==> config.mk <==
export PLATFORM = sky130hd
export DESIGN_NAME = hazard_unit_mc
export DESIGN_NICKNAME = d
export VERILOG_FILES = /design/src/rtl/hazard_pkg.sv /design/src/rtl/mc_latency_tracker.sv /design/src/rtl/hazard_unit_mc.sv
export SDC_FILE = /design/constraint.sdc
export NUM_CORES = 1
export LEC_CHECK = 0
export CORE_MARGIN = 3
export CORE_UTILIZATION = 28
export DETAILED_ROUTE_END_ITERATION = 8
export PLACE_DENSITY = 0.72
export SLEW_MARGIN = 20
export SYNTH_ARGS = -nofsm -noshare
export SYNTH_HDL_FRONTEND = slang
export SYNTH_SLANG_ARGS = --single-unit
==> constraint.sdc <==
create_clock -name clk -period 4.5 [get_ports clk]
set_input_delay 0.9 -clock clk [delete_from_list [all_inputs] [get_ports clk]]
set_output_delay 0.9 -clock clk [all_outputs]
set_load 0.05 [all_outputs]
==> src/rtl/hazard_pkg.sv <==
// hazard_pkg
// Shared types and constants for the multi-cycle-aware pipeline hazard unit.
//   fwd_sel_e       : ALU operand source select (regfile, W stage, M stage)
//   RESULT_SRC_LOAD : result_src encoding that marks a load in E
//   mc_state_e      : state of the multi-cycle execute latency tracker
package hazard_pkg;

    typedef enum logic [1:0] {
        FWD_RF  = 2'b00,
        FWD_WB  = 2'b01,
        FWD_MEM = 2'b10
    } fwd_sel_e;

    localparam logic [1:0] RESULT_SRC_LOAD = 2'b01;

    typedef enum logic {
        IDLE = 1'b0,
        BUSY = 1'b1
    } mc_state_e;

endpackage

==> src/rtl/mc_latency_tracker.sv <==
// mc_latency_tracker
// Tracks how long a fixed-latency multi-cycle op (mul/div) has occupied the
// E stage. The op holds E for MC_LAT cycles in total: the IDLE cycle in which
// it is first seen, MC_LAT-2 counted BUSY cycles, and a final BUSY cycle with
// cnt==0 in which it is allowed to advance.
// Ports:
//   clk, rst    : clock, synchronous active-high reset
//   mc_start_e  : instruction in E is a multi-cycle op
//   mc_stall    : op must keep holding E this cycle
//   mc_busy     : tracker is in BUSY
//   mc_done     : last E-occupancy cycle of the op
module mc_latency_tracker
    import hazard_pkg::*;
#(
    parameter int MC_LAT = 4
) (
    input  logic clk,
    input  logic rst,
    input  logic mc_start_e,
    output logic mc_stall,
    output logic mc_busy,
    output logic mc_done
);

    localparam logic [7:0] CNT_LOAD = 8'(MC_LAT - 2);

    mc_state_e  state_q, state_d;
    logic [7:0] cnt_q, cnt_d;

    always_ff @(posedge clk) begin
        if (rst) begin
            state_q <= IDLE;
            cnt_q   <= 8'd0;
        end else begin
            state_q <= state_d;
            cnt_q   <= cnt_d;
        end
    end

    // mc_start_e is ignored in BUSY: the op that started the count is still
    // the one sitting in E, so its level must not re-arm the tracker.
    // Outputs are forced low during reset so an aborted op is invisible.
    always_comb begin
        state_d  = state_q;
        cnt_d    = cnt_q;
        mc_stall = 1'b0;
        mc_busy  = 1'b0;
        mc_done  = 1'b0;
        case (state_q)
            IDLE: begin
                if (mc_start_e) begin
                    state_d  = BUSY;
                    cnt_d    = CNT_LOAD;
                    mc_stall = !rst;
                end
            end
            BUSY: begin
                mc_busy = !rst;
                if (cnt_q != 8'd0) begin
                    cnt_d    = cnt_q - 8'd1;
                    mc_stall = !rst;
                end else begin
                    state_d = IDLE;
                    mc_done = !rst;
                end
            end
            default: begin
                state_d = IDLE;
                cnt_d   = 8'd0;
            end
        endcase
    end

endmodule

==> src/rtl/hazard_unit_mc.sv <==
// hazard_unit_mc
// Pipeline hazard unit for the RV64 five-stage core: M/W operand forwarding,
// load-use stall, branch/jump flush, and holding E for a fixed-latency
// multi-cycle execute op while bubbles drain into M.
// Optional feature macro: HAZARD_PERF_EN enables saturating stall/flush
// performance counters; without it both counter ports are tied to 0.
// Ports:
//   clk, rst                   : clock, synchronous active-high reset
//   rs1_d, rs2_d               : sources of the instruction in D
//   rs1_e, rs2_e, rd_e         : sources/destination of the instruction in E
//   result_src_e               : result select in E (01 = load)
//   pcsrc_e                    : non-zero = PC redirect resolved in E
//   mc_start_e                 : instruction in E is a multi-cycle op
//   rd_m, reg_write_m          : M-stage destination and write enable
//   rd_w, reg_write_w          : W-stage destination and write enable
//   stall_f/d/e                : hold F, D, E pipeline registers
//   flush_d/e/m                : clear D, E, M pipeline registers
//   forward_ae, forward_be     : ALU operand select (00 RF, 01 W, 10 M)
//   mc_busy, mc_done           : multi-cycle tracker status
//   stall_cnt, flush_cnt       : performance counters
module hazard_unit_mc
    import hazard_pkg::*;
#(
    parameter int RADDR_W = 5,
    parameter int MC_LAT  = 4,
    parameter int CNT_W   = 32
) (
    input  logic               clk,
    input  logic               rst,
    input  logic [RADDR_W-1:0] rs1_d,
    input  logic [RADDR_W-1:0] rs2_d,
    input  logic [RADDR_W-1:0] rs1_e,
    input  logic [RADDR_W-1:0] rs2_e,
    input  logic [RADDR_W-1:0] rd_e,
    input  logic [1:0]         result_src_e,
    input  logic [1:0]         pcsrc_e,
    input  logic               mc_start_e,
    input  logic [RADDR_W-1:0] rd_m,
    input  logic               reg_write_m,
    input  logic [RADDR_W-1:0] rd_w,
    input  logic               reg_write_w,
    output logic               stall_f,
    output logic               stall_d,
    output logic               stall_e,
    output logic               flush_d,
    output logic               flush_e,
    output logic               flush_m,
    output logic [1:0]         forward_ae,
    output logic [1:0]         forward_be,
    output logic               mc_busy,
    output logic               mc_done,
    output logic [CNT_W-1:0]   stall_cnt,
    output logic [CNT_W-1:0]   flush_cnt
);

    logic mc_stall;
    logic load_use;
    logic redirect;

    mc_latency_tracker #(
        .MC_LAT (MC_LAT)
    ) u_tracker (
        .clk        (clk),
        .rst        (rst),
        .mc_start_e (mc_start_e),
        .mc_stall   (mc_stall),
        .mc_busy    (mc_busy),
        .mc_done    (mc_done)
    );

    // M beats W because it holds the younger write to the same register;
    // x0 is never forwarded since it is hardwired to zero.
    function automatic fwd_sel_e fwd_pick(
        input logic [RADDR_W-1:0] rs,
        input logic [RADDR_W-1:0] dst_m,
        input logic               we_m,
        input logic [RADDR_W-1:0] dst_w,
        input logic               we_w
    );
        if (we_m && (dst_m != '0) && (dst_m == rs))
            return FWD_MEM;
        else if (we_w && (dst_w != '0) && (dst_w == rs))
            return FWD_WB;
        else
            return FWD_RF;
    endfunction

    always_comb begin
        forward_ae = FWD_RF;
        forward_be = FWD_RF;
        if (!rst) begin
            forward_ae = fwd_pick(rs1_e, rd_m, reg_write_m, rd_w, reg_write_w);
            forward_be = fwd_pick(rs2_e, rd_m, reg_write_m, rd_w, reg_write_w);
        end
    end

    assign load_use = (result_src_e == RESULT_SRC_LOAD) && (rd_e != '0) &&
                      ((rd_e == rs1_d) || (rd_e == rs2_d));
    assign redirect = (pcsrc_e != 2'b00);

    // A held multi-cycle op outranks a redirect: the branch behind it is not
    // really resolved until the op leaves E. A redirect in turn cancels the
    // load-use stall because the dependent instruction in D is discarded.
    always_comb begin
        stall_f = 1'b0;
        stall_d = 1'b0;
        stall_e = 1'b0;
        flush_d = 1'b0;
        flush_e = 1'b0;
        flush_m = 1'b0;
        if (rst) begin
            flush_d = 1'b1;
            flush_e = 1'b1;
            flush_m = 1'b1;
        end else if (mc_stall) begin
            stall_f = 1'b1;
            stall_d = 1'b1;
            stall_e = 1'b1;
            flush_m = 1'b1;
        end else if (redirect) begin
            flush_d = 1'b1;
            flush_e = 1'b1;
        end else if (load_use) begin
            stall_f = 1'b1;
            stall_d = 1'b1;
            flush_e = 1'b1;
        end
    end

`ifdef HAZARD_PERF_EN
    logic [CNT_W-1:0] stall_cnt_q;
    logic [CNT_W-1:0] flush_cnt_q;

    // Saturating counters; flush_d/flush_e are forced high in reset, so the
    // reset branch keeps those cycles out of the flush count.
    always_ff @(posedge clk) begin
        if (rst) begin
            stall_cnt_q <= '0;
            flush_cnt_q <= '0;
        end else begin
            if (stall_f && (stall_cnt_q != '1))
                stall_cnt_q <= stall_cnt_q + CNT_W'(1);
            if ((flush_d || flush_e) && (flush_cnt_q != '1))
                flush_cnt_q <= flush_cnt_q + CNT_W'(1);
        end
    end

    assign stall_cnt = stall_cnt_q;
    assign flush_cnt = flush_cnt_q;
`else
    assign stall_cnt = '0;
    assign flush_cnt = '0;
`endif

endmodule
==> results of run 1 <==
[cell type report]
type / instances / area, µm² / share of cell area
multi-input cells: 164 / 972 / 0.523
repair buffers: 57 / 561 / 0.301
flip-flops and latches: 9 / 180 / 0.0968
well taps: 67 / 83.8 / 0.0451
clock buffers: 4 / 45.0 / 0.0242
inverters: 5 / 18.8 / 0.0101
[layer usage]
metal | track usage | wire length [µm] | vias to the layer above
li1 | - | - | 608
met1 | 0.122 | 1260 | 562
met2 | 0.189 | 1800 | 79
met3 | 0.0290 | 344 | 5
met4 | 0.0374 | 48 | 0
met5 | 0 | 0 | -
[cell families (layout without fill, tap and decap cells)]
| group | count (synthesis) | after routing | share of synthesized area |
|---|---|---|---|
| AOI/OAI and AO/OA | 22 | 22 | 0.116 |
| xor gates and xnor gates | 32 | 32 | 0.196 |
| adders and majority gates | 2 | 2 | 0.0175 |
| buffers and inverters | 72 | 66 | 0.360 |
| DFF | 9 | 9 | 0.126 |
| other | 1 | 64 | 0.00262 |
| and+or+nand+nor | 44 | 44 | 0.182 |
[synthesized netlist by cell type, types with 3 or more instances]
master,n,area share
nor2_1,10,0.026
nor4_1,4,0.017
o21ai_0,3,0.010
nor3_1,6,0.021
or4_1,6,0.031
dfxtp_1,9,0.13
xor2_1,20,0.12
inv_1,5,0.013
xnor2_1,12,0.073
nand2_1,5,0.013
a21oi_1,4,0.014
buf_4,65,0.34
[power groups by stage]
stage               Sequential, mW  Clock [mW]  Combinational, mW
finish                       0.113      0.0973              0.364
global route                 0.115       0.101              0.390
CTS                          0.112      0.0985              0.364
detailed placement           0.114           0              0.363
global placement             0.113           0              0.358
floorplan                    0.110           0              0.317
[registers in the layout (all words and copies together) (netlist names)]
register / flops
u_tracker.cnt_q: 8
u_tracker.state_q: 1
[worst max path at each step]
stage | from | endpoint | cells after the start
2_1_floorplan | rd_m[1] | forward_ae[0] | 4
3_3_place_gp | rd_e[2] | flush_e | 6
3_5_place_dp | rd_e[2] | stall_f | 6
4_1_cts | rd_e[2] | stall_f | 6
5_1_grt | rd_e[2] | stall_f | 6
6_report | rd_e[2] | stall_f | 6
[critical path, cell delays in order]
cell	delay, ps
clkdlybuf4s50_1	470
xor2_1	190
nor3_1	190
a22oi_1	130
o32ai_1	380
clkdlybuf4s50_1	880
[stage by stage]
stage                     std cells  hold WS (ps)  instance area (µm²)  total power, mW  worst slack [ps]
final                           306           500                 1860            0.575               470
after global routing            306           526                 1860            0.605               240
after CTS                       306           501                 1860            0.575               462
after detailed placement        302           496                 1820            0.476               462
after global placement          302           472                 1820            0.471               546
after floorplan                 245           458                 1670            0.427               318
==> results.toml, run 1 <==
[synthesis]
yosysUniqueCellTypes = 39
synth.ff_latch_count = 9
ys_async_sr_fraction = 0
synth_edf_count = 0
synth_cells = 182
syn_area_per_cell_um2 = 7.86
synthFlopType = "dfxtp_1"
synth.cell_area_mm2 = 0.00143
ys_warn_count = 0
yosysSeqAreaShare = 0.126

[status]
status = "complete, no violations"

[sta]
drv_slew = 0
finalCriticalPeriod_ps = 4030
worst_slew_pin_slew_ps = 566
skew_ps = 3.10
tns_ps = 0
hold_viol_final = 0
fin_crit_sh = 0.896
fmax_mhz = 248
rsz0062_at_grt = "no"
setup_violations = 0
relSlewSlack = 0.622

[routing]
vias_per_cell = 4.10
first_pass_iters = 4
vias = 1254
route.detailed.drc = 0
wl_um = 3460
drt_iter0_markers = 50
wire_per_inst_um = 11.3
antenna_left = 0

[power_and_ir_drop]
clockPowerShare = 0.169
p_per_area_mw_per_mm2 = 309
switchingPower_uw = 300
p_leak_nw = 0.785
p_sw_frac = 0.522
seq_power_share = 0.197
combPwrFrac = 0.634
p_int_uw = 275
ir_worst_vdd_uv = 98.5

[setup_path]
worstReg2RegStart = "u_tracker.cnt_q[0]$_SDFFE_PP0P_"
path_max_fanout = 3
reg2reg_depth = 7
critical_path_class = "primary input to primary output"
r2r_slack_ps = 2550
crit_path_end_kind = "primary output"
cp_data_required_time_ps = 3600
cp.arrival_ps = 3130
start_kind = "primary input"
r2r-end = "u_tracker.cnt_q[3]$_SDFFE_PP0P_"

[clocking]
clk_path_buf_depth = 2
holdBufCountCts = 0
cts_tree = "done"
clkSinkCount = 9
cts_setup_buffers = 0
insertion_delay_ps = 240
cts_resized = 0
numCtsBuffers = 3
cts.clk_slew.worst_paths_ps = 50
htreeDepth = 1
clockRootBuffer = "clkbuf_8"

[layout]
final_common_cell = "conb_1"
nets = 286
layout_common_cells = "64 x conb_1, 53 x clkdlybuf4s50_1, 20 x xor2_1, 12 x xnor2_1, 10 x nor2_1"
syn2layout_area_growth_pct = 30.0
fillers = 501
final_layout_size_suffix_gt1_frac = 0.0628
n_antenna_cell = 0
utilization = 0.386

[floorplan]
dieHeight_um = 77.5
die_width_um = 77.5
die-area_mm2 = 0.00601
top_level_ports = 120
coreArea_mm2 = 0.00482
rows = 25
start_util = 0.297

[placed_design]
place_hpwl_um = 2990
io_buffers = 55
place_congestion = 0.846

[grt]
antenna_found_initial = 0
grt_pass1_wl_um = 5240
grt-ovfl-total = 0
grt_pass1_vias = 1121
grt_max_degree = 12
grt_use_total = 0.107

[worst_hold_path]
min-delay-start = "u_tracker.cnt_q[7]$_SDFFE_PP0P_"
holdCritPathClass = "flip-flop to flip-flop"
whs_endpoint = "u_tracker.cnt_q[7]$_SDFFE_PP0P_"
whs_path_depth = 2

[run]
drv_cap = 0
Power figures use the tool's default switching activity.
==> inputs of run 2 (changes only) <==
--- a/config.mk
+++ b/config.mk
@@ -8,6 +8,7 @@
 export CORE_MARGIN = 3
 export CORE_UTILIZATION = 28
 export DETAILED_ROUTE_END_ITERATION = 8
+export HOLD_SLACK_MARGIN = 0.02
 export PLACE_DENSITY = 0.72
 export SLEW_MARGIN = 20
 export SYNTH_ARGS = -nofsm -noshare
==> constraint.sdc (replaced) <==
create_clock -name clk -period 4.8 [get_ports clk]
set_input_delay 0.96 -clock clk [delete_from_list [all_inputs] [get_ports clk]]
set_output_delay 0.96 -clock clk [all_outputs]
set_load 0.05 [all_outputs]
==> run 2 against run 1 <==
Routed wire length fell by 4.9%. Total power fell by 7.4%. Combinational power fell by 7.4%. Register-to-register slack improved by 320 ps. Flip-flop and latch count did not move. Non-clock buffer count did not move. Utilization did not move. Worst hold slack barely moved. Global-route usage fell by 0.32 points. Die area did not move. Sequential power fell by 7%. Critical endpoint unchanged. Largest cell class unchanged. Largest power group unchanged.
==> results.toml, run 2 (synthesized netlist as in run 1, its figures left out) <==
[sta]
skew_ps = 3.41
relSlewSlack = 0.638
fin_crit_sh = 0.864
tns_ps = 0
setup_violations = 0
drv_slew = 0
worst_slew_pin_slew_ps = 541
fmax_mhz = 241
hold_viol_final = 0
finalCriticalPeriod_ps = 4150
setup_slack_ps = 653
rsz0062_at_grt = "no"
holdWs_ps = 499

[placed_design]
post_dp_cell_area_mm2 = 0.00182
place_congestion = 0.762
io_buffers = 55
place_hpwl_um = 2960
pre_cts_slack_ps = 645

[clocking]
clkSinkCount = 9
cts.clk_slew.worst_paths_ps = 40
holdBufCountCts = 0
cts_setup_buffers = 0
htreeDepth = 1
insertion_delay_ps = 240
cts_tree = "done"
clk_path_buf_depth = 2
cts_resized = 0
clockRootBuffer = "clkbuf_8"
numCtsBuffers = 3

[layout]
syn2layout_area_growth_pct = 30.0
largest_reg_flops = 8
final_common_cell = "conb_1"
top_register = "u_tracker.cnt_q"
reg_top3 = "u_tracker.cnt_q: 8 flops, u_tracker.state_q: 1 flops"
nets = 286
final_area_mm2 = 0.00186
fillers = 513
layout_common_cells = "64 x conb_1, 53 x clkdlybuf4s50_1, 20 x xor2_1, 12 x xnor2_1, 10 x nor2_1"
utilization = 0.386
final_layout_size_suffix_gt1_frac = 0.0628
n_antenna_cell = 0

[routing]
route.detailed.drc = 0
wl_um = 3290
drt_iter0_markers = 49
first_pass_iters = 4
vias_per_cell = 3.97
vias = 1216
antenna_left = 0
wire_per_inst_um = 10.8

[setup_path]
critical_path_class = "primary input to primary output"
cp_data_required_time_ps = 3840
start_kind = "primary input"
r2r_slack_ps = 2870
cp.arrival_ps = 3190
path_max_fanout = 3
crit_path_end_kind = "primary output"

[grt]
antenna_found_initial = 0
grt_max_degree = 13
grt_pass1_wl_um = 5120
grt_pass1_vias = 1115
grt-ovfl-total = 0
grt_use_total = 0.104

[run]
drv_cap = 0

[power_and_ir_drop]
ir_worst_vdd_uv = 104
switchingPower_uw = 275
clockPowerShare = 0.168
seq_power_share = 0.198
p_per_area_mw_per_mm2 = 286
combPwrFrac = 0.634
p_sw_frac = 0.517
p_leak_nw = 0.785
p_int_uw = 257

[worst_hold_path]
holdCritPathClass = "flip-flop to flip-flop"

[status]
status = "complete, no violations"

[floorplan]
start_util = 0.297
rows = 25
coreArea_mm2 = 0.00482
die_width_um = 77.5
die-area_mm2 = 0.00601
top_level_ports = 120
dieHeight_um = 77.5
-- run 2: routing by layer --
layer,global-route usage,vias up,routed length (µm)
met3,0.0290,5,359
met1,0.107,528,1140
li1,-,611,-
met2,0.194,72,1750
met4,0.0427,0,40
met5,0,-,0
-- run 2: worst paths after layout --
path | start | end | cells past startpoint
min | u_tracker.cnt_q[6]$_SDFFE_PP0P_ | u_tracker.cnt_q[6]$_SDFFE_PP0P_ | 2
max | rd_e[2] | stall_f | 6
max reg2reg | u_tracker.cnt_q[0]$_SDFFE_PP0P_ | u_tracker.cnt_q[3]$_SDFFE_PP0P_ | 7
min reg2reg | u_tracker.cnt_q[6]$_SDFFE_PP0P_ | u_tracker.cnt_q[6]$_SDFFE_PP0P_ | 2
-- run 2: per-stage QoR --
step	total power [mW]	std cells
finish	0.532	306
detailed placement	0.446	302
global placement	0.440	302
floorplan	0.400	245
global route	0.567	306
CTS	0.536	306
-- run 2: layout make-up --
cell class,count,area [µm²],share of cell area
Tap cell,67,83.8,0.0451
Sequential cell,9,180,0.0968
Inverter,5,18.8,0.0101
Clock buffer,4,45.0,0.0242
Multi-Input combinational cell,164,972,0.523
Timing Repair Buffer,57,561,0.301
-- run 2: power groups by stage --
stage	registers, mW	logic, mW	clock network, mW
5_1_grt	0.109	0.363	0.0947
6_report	0.105	0.337	0.0894
4_1_cts	0.105	0.340	0.0906
3_3_place_gp	0.106	0.334	0
3_5_place_dp	0.107	0.339	0
2_1_floorplan	0.103	0.298	0
-- run 2: critical path, cell delays in order --
cell and delay (ps):
clkdlybuf4s50_1 470, xor2_1 190, nor3_1 190, a22oi_1 130, o32ai_1 370, clkdlybuf4s50_1 870
==> inputs of run 3 (changes only) <==
--- a/config.mk
+++ b/config.mk
@@ -7,6 +7,7 @@
 export LEC_CHECK = 0
 export CORE_MARGIN = 3
 export CORE_UTILIZATION = 28
+export CTS_CLUSTER_SIZE = 28
 export DETAILED_ROUTE_END_ITERATION = 8
 export HOLD_SLACK_MARGIN = 0.02
 export PLACE_DENSITY = 0.72
==> results of run 3 <==
No change in the layout: final DEF, timing and power equal those of run 2.
==> edit 1, RTL diff (flow settings as in run 3) <==
The option `HAZARD_PERF_EN` is turned on by a define.
--- a/src/rtl/hazard_unit_mc.sv
+++ b/src/rtl/hazard_unit_mc.sv
@@ -18,6 +18,8 @@
 //   forward_ae, forward_be     : ALU operand select (00 RF, 01 W, 10 M)
 //   mc_busy, mc_done           : multi-cycle tracker status
 //   stall_cnt, flush_cnt       : performance counters
+`define HAZARD_PERF_EN
+
 module hazard_unit_mc
     import hazard_pkg::*;
 #(
Formal check against the unedited RTL: not equivalent (a bounded check fails within 4 cycles, from zero or initial values and one cycle with rst high).
==> edit 1 against run 3 <==
Setup slack lost 0.036 ns; fmax shrank 0.86%; final area increased to 3.1 times the old value; power increased to 3.2 times the old value; clock skew up 0.0027 ns; routed wire length rose to 3.4 times the old value; sequential cell count rose by 64; synthesized area increased to 2.8 times the old value; critical endpoint is now forward_ae[1]; largest cell class unchanged; largest power group is now the clock network; highest routed layer unchanged.
==> edit 1: results (changes against run 3) <==
[status]
status = complete, no violations

[final_layout]
area_share_nonclk_buffers_pct = 21.2  ; -8.9 points
clk_share_pct = 5.21  ; +2.8 points
regArea_mm2 = 0.00146  ; +710%
signal_buffers = 124  ; +120%
multi_input_area_share_pct = 43.5  ; -8.7 points
inverters = 8  ; +3
nFillCells = 1428  ; +180%
drive_gt1_share_pct = 5.96  ; -0.32 points
fin_cells = 801  ; +160%

[placement]
pre_cts_slack_ns = 0.610  ; -0.0347 ns
numPortBuffers = 119  ; +120%
dp_hpwl_um = 8330  ; +180%

[detailed_routing]
wl_met1_um = 5270  ; +360%
wl_met3_um = 684  ; +91%
drt-vias-per-instance = 4.95  ; +25%

[power]
ir_drop_uv = 180  ; +74%
clk-power_w = 0.000683  ; +660%
total_power_w = 0.00171  ; +220%

[logic_synthesis]
yosysUniqueCellTypes = 47  ; +21%
synth_commonest_cells = nor2_1, dfxtp_1, xnor2_1
synth_area_leaders = dfxtp_1, xnor2_1, nor2_1

[global_route]
gr-usage-all-layers_pct = 14.0  ; +3.7 points
grt_pass1_vias = 3652  ; +230%
grt_max_degree = 37  ; +24

[sta]
slew_headroom_pct = 45.5  ; -18 points

[setup_path]
critPathMaxFanout = 4  ; +1
arrival_ns = 3.22  ; +0.03 ns

[clocking]
cts-htree-levels = 3  ; +2
clk_latency_ns = 0.35  ; +0.11 ns

[floorplanning]
tapCellCount = 180  ; +170%

-- edit 1: path summary, 6_finish.rpt --
check,start,endpoint,slack (ns),cells after the start
hold reg to reg,u_tracker.cnt_q[4],u_tracker.cnt_q[4],0.50,1
hold / removal,u_tracker.cnt_q[4],u_tracker.cnt_q[4],0.50,1
setup reg to reg,u_tracker.cnt_q[0],flush_cnt[23],2.01,9
setup / recovery,rd_m[1],forward_ae[1],0.62,5
-- edit 1: cells by family (layout without fill, tap and decap cells) --
kind of cell,count (synthesis),count (layout),share of synthesized area (%)
buffers and inverters,29,148,2.90
multiplexers,1,1,0.247
AND/OR/NAND/NOR,261,261,34.2
XOR/XNOR,82,82,17.7
flip-flops,73,73,36.0
AO/OA/AOI/OAI,52,52,7.71
adder cells (fa/ha/maj),4,4,1.23
-- edit 1: routing by layer --
layer | up-vias | GRT usage [%]
li1 | 1996 | -
met1 | 1832 | 18.1
met2 | 123 | 22.3
met3 | 15 | 4.42
met4 | 0 | 4.79
met5 | - | 0
==> edit 2, RTL diff (config.mk and constraints of run 3) <==
Made on the original files. `RADDR_W`: 5 -> 7.
--- a/src/rtl/hazard_unit_mc.sv
+++ b/src/rtl/hazard_unit_mc.sv
@@ -21,7 +21,7 @@
 module hazard_unit_mc
     import hazard_pkg::*;
 #(
-    parameter int RADDR_W = 5,
+    parameter int RADDR_W = 7,
     parameter int MC_LAT  = 4,
     parameter int CNT_W   = 32
 ) (
Ports: changed (7 resized); port bits go from 120 to 134. The function was not compared with the original's and may differ.
==> edit 2 against run 3 <==
Fmax decreased by 2.1%; critical endpoint unchanged; die area increased by 12%; routed wire length increased by 20%; power increased by 11%; synthesized area increased by 13%; count of clock-buffer cells in the layout unchanged; final cell count increased by 14%; register-to-register slack got worse by 0.14 ns; setup slack got worse by 0.089 ns; non-clock buffer count increased by 13; first-iteration DRC count decreased by 45%; sequential cell count unchanged; final area increased by 17%; combinational power increased by 17%.
==> edit 2: results (changes against run 3) <==
[final_layout]
drive_gt1_share_pct = 4.69  ; -1.6 points
nFillCells = 608  ; +19%
nets = 338  ; +18%

[global_route]
grt_pass1_wl_um = 5720  ; +12%
grt_pass1_vias = 1326  ; +19%
gr-usage-all-layers_pct = 10.7  ; +0.39 points
grt_max_degree = 18  ; +5

[placement]
numPortBuffers = 69  ; +25%
dp_hpwl_um = 3420  ; +15%
globalplace.congestion = 0.852  ; +12%

[power]
p_switching_w = 0.000312  ; +13%
ir_drop_uv = 133  ; +28%
p_leak_nw = 0.908  ; +16%

[logic_synthesis]
synth_area_leaders = buf_4, xor2_1, dfxtp_1
synth_xor_area_share_pct = 22.7  ; +3.1 points
synth-compound-area-share_pct = 10.7  ; -0.97 points
yosysUniqueCellTypes = 45  ; +15%
synthAdderAreaFrac_pct = 1.54  ; -0.20 points
synth.yosys.seq_area_share_pct = 11.1  ; -1.5 points
synthMuxAreaShare_pct = 2.01  ; +2.0 points
ys.flop_type = dfxtp_1
synth_commonest_cells = buf_4, xor2_1, nor2_1

[detailed_routing]
drt_iter0_drc = 27  ; -45%
vias = 1493  ; +23%
wl_met2_um = 1990  ; +14%
wl_met3_um = 384  ; +7.0%
drt-wirelength-per-cell_um = 11.3  ; +5.4%
wl_met1_um = 1540  ; +34%
firstDrtPassIters = 4  ; unchanged

[clocking]
cts_max_path_buffers = 2  ; unchanged
cts-resized-gates = 0  ; unchanged

[sta]
slew_headroom_pct = 60.1  ; -3.7 points
clock_skew_ns = 0.00178  ; -0.00163 ns

[worst_hold_path]
min-delay-start = u_tracker.cnt_q[1]

[setup_path]
r2r_slack_ns = 2.73  ; -0.14 ns
arrival_ns = 3.28  ; +0.09 ns
r2r-end = u_tracker.cnt_q[5]
cp-startpoint = rd_e[3]
worst_r2r_path_depth = 6  ; -1

[status]
status = complete, no violations

edit 2: power by group through the flow:
stage               clock [W]  sequential, W  combinational [W]
floorplan                   0       0.000104           0.000333
global placement            0       0.000110           0.000386
detailed placement          0       0.000111           0.000389
CTS                 0.0000928       0.000109           0.000393
global route        0.0000972       0.000112           0.000422
finish              0.0000894       0.000110           0.000393
edit 2: logic make-up after synthesis:
group,Yosys count
AOI/OAI and AO/OA,23
and+or+nand+nor,55
xor gates and xnor gates,42
adders and majority gates,2
muxes,3
DFF,9
other,1
buffers and inverters,74
edit 2: how the worst min path moves through the flow:
stage / to / slack, ns
floorplan: u_tracker.cnt_q[5] / 0.50
global placement: u_tracker.cnt_q[1] / 0.51
detailed placement: u_tracker.cnt_q[1] / 0.52
CTS: u_tracker.cnt_q[1] / 0.53
global route: u_tracker.cnt_q[1] / 0.57
finish: u_tracker.cnt_q[1] / 0.53
edit 2: worst max-delay path: stages:
cell and delay [ns]:
clkdlybuf4s50_1 0.47, or4_1 0.54, o41ai_1 0.33, or3_1 0.16, o22ai_1 0.07, clkdlybuf4s50_1 0.74
edit 2: stage by stage:
stage | worst slack [ns] | cells | area, um^2 | util [%] | hold slack, ns
2_1_floorplan | 1.10 | 272 | 1860 | - | 0.501
3_5_place_dp | 0.539 | 345 | 2130 | 38.5 | 0.523
5_1_grt | 0.443 | 349 | 2180 | 39.3 | 0.567
3_3_place_gp | 0.546 | 345 | 2130 | 38.5 | 0.514
6_report | 0.564 | 349 | 2180 | 39.3 | 0.526
4_1_cts | 0.539 | 349 | 2180 | 39.3 | 0.528
edit 2: cell type report:
class	instances	area share (%)
clock buffers	4	2.07
inverters	5	0.862
multi-input cells	189	52.6
flip-flops and latches	9	8.27
well taps	72	4.14
repair buffers	70	32.1
edit 2: routing by layer:
layer | GRT usage [%] | up-vias
met5 | 0 | -
met4 | 4.32 | 0
met3 | 2.41 | 5
met2 | 18.8 | 84
met1 | 12.5 | 673
li1 | - | 731
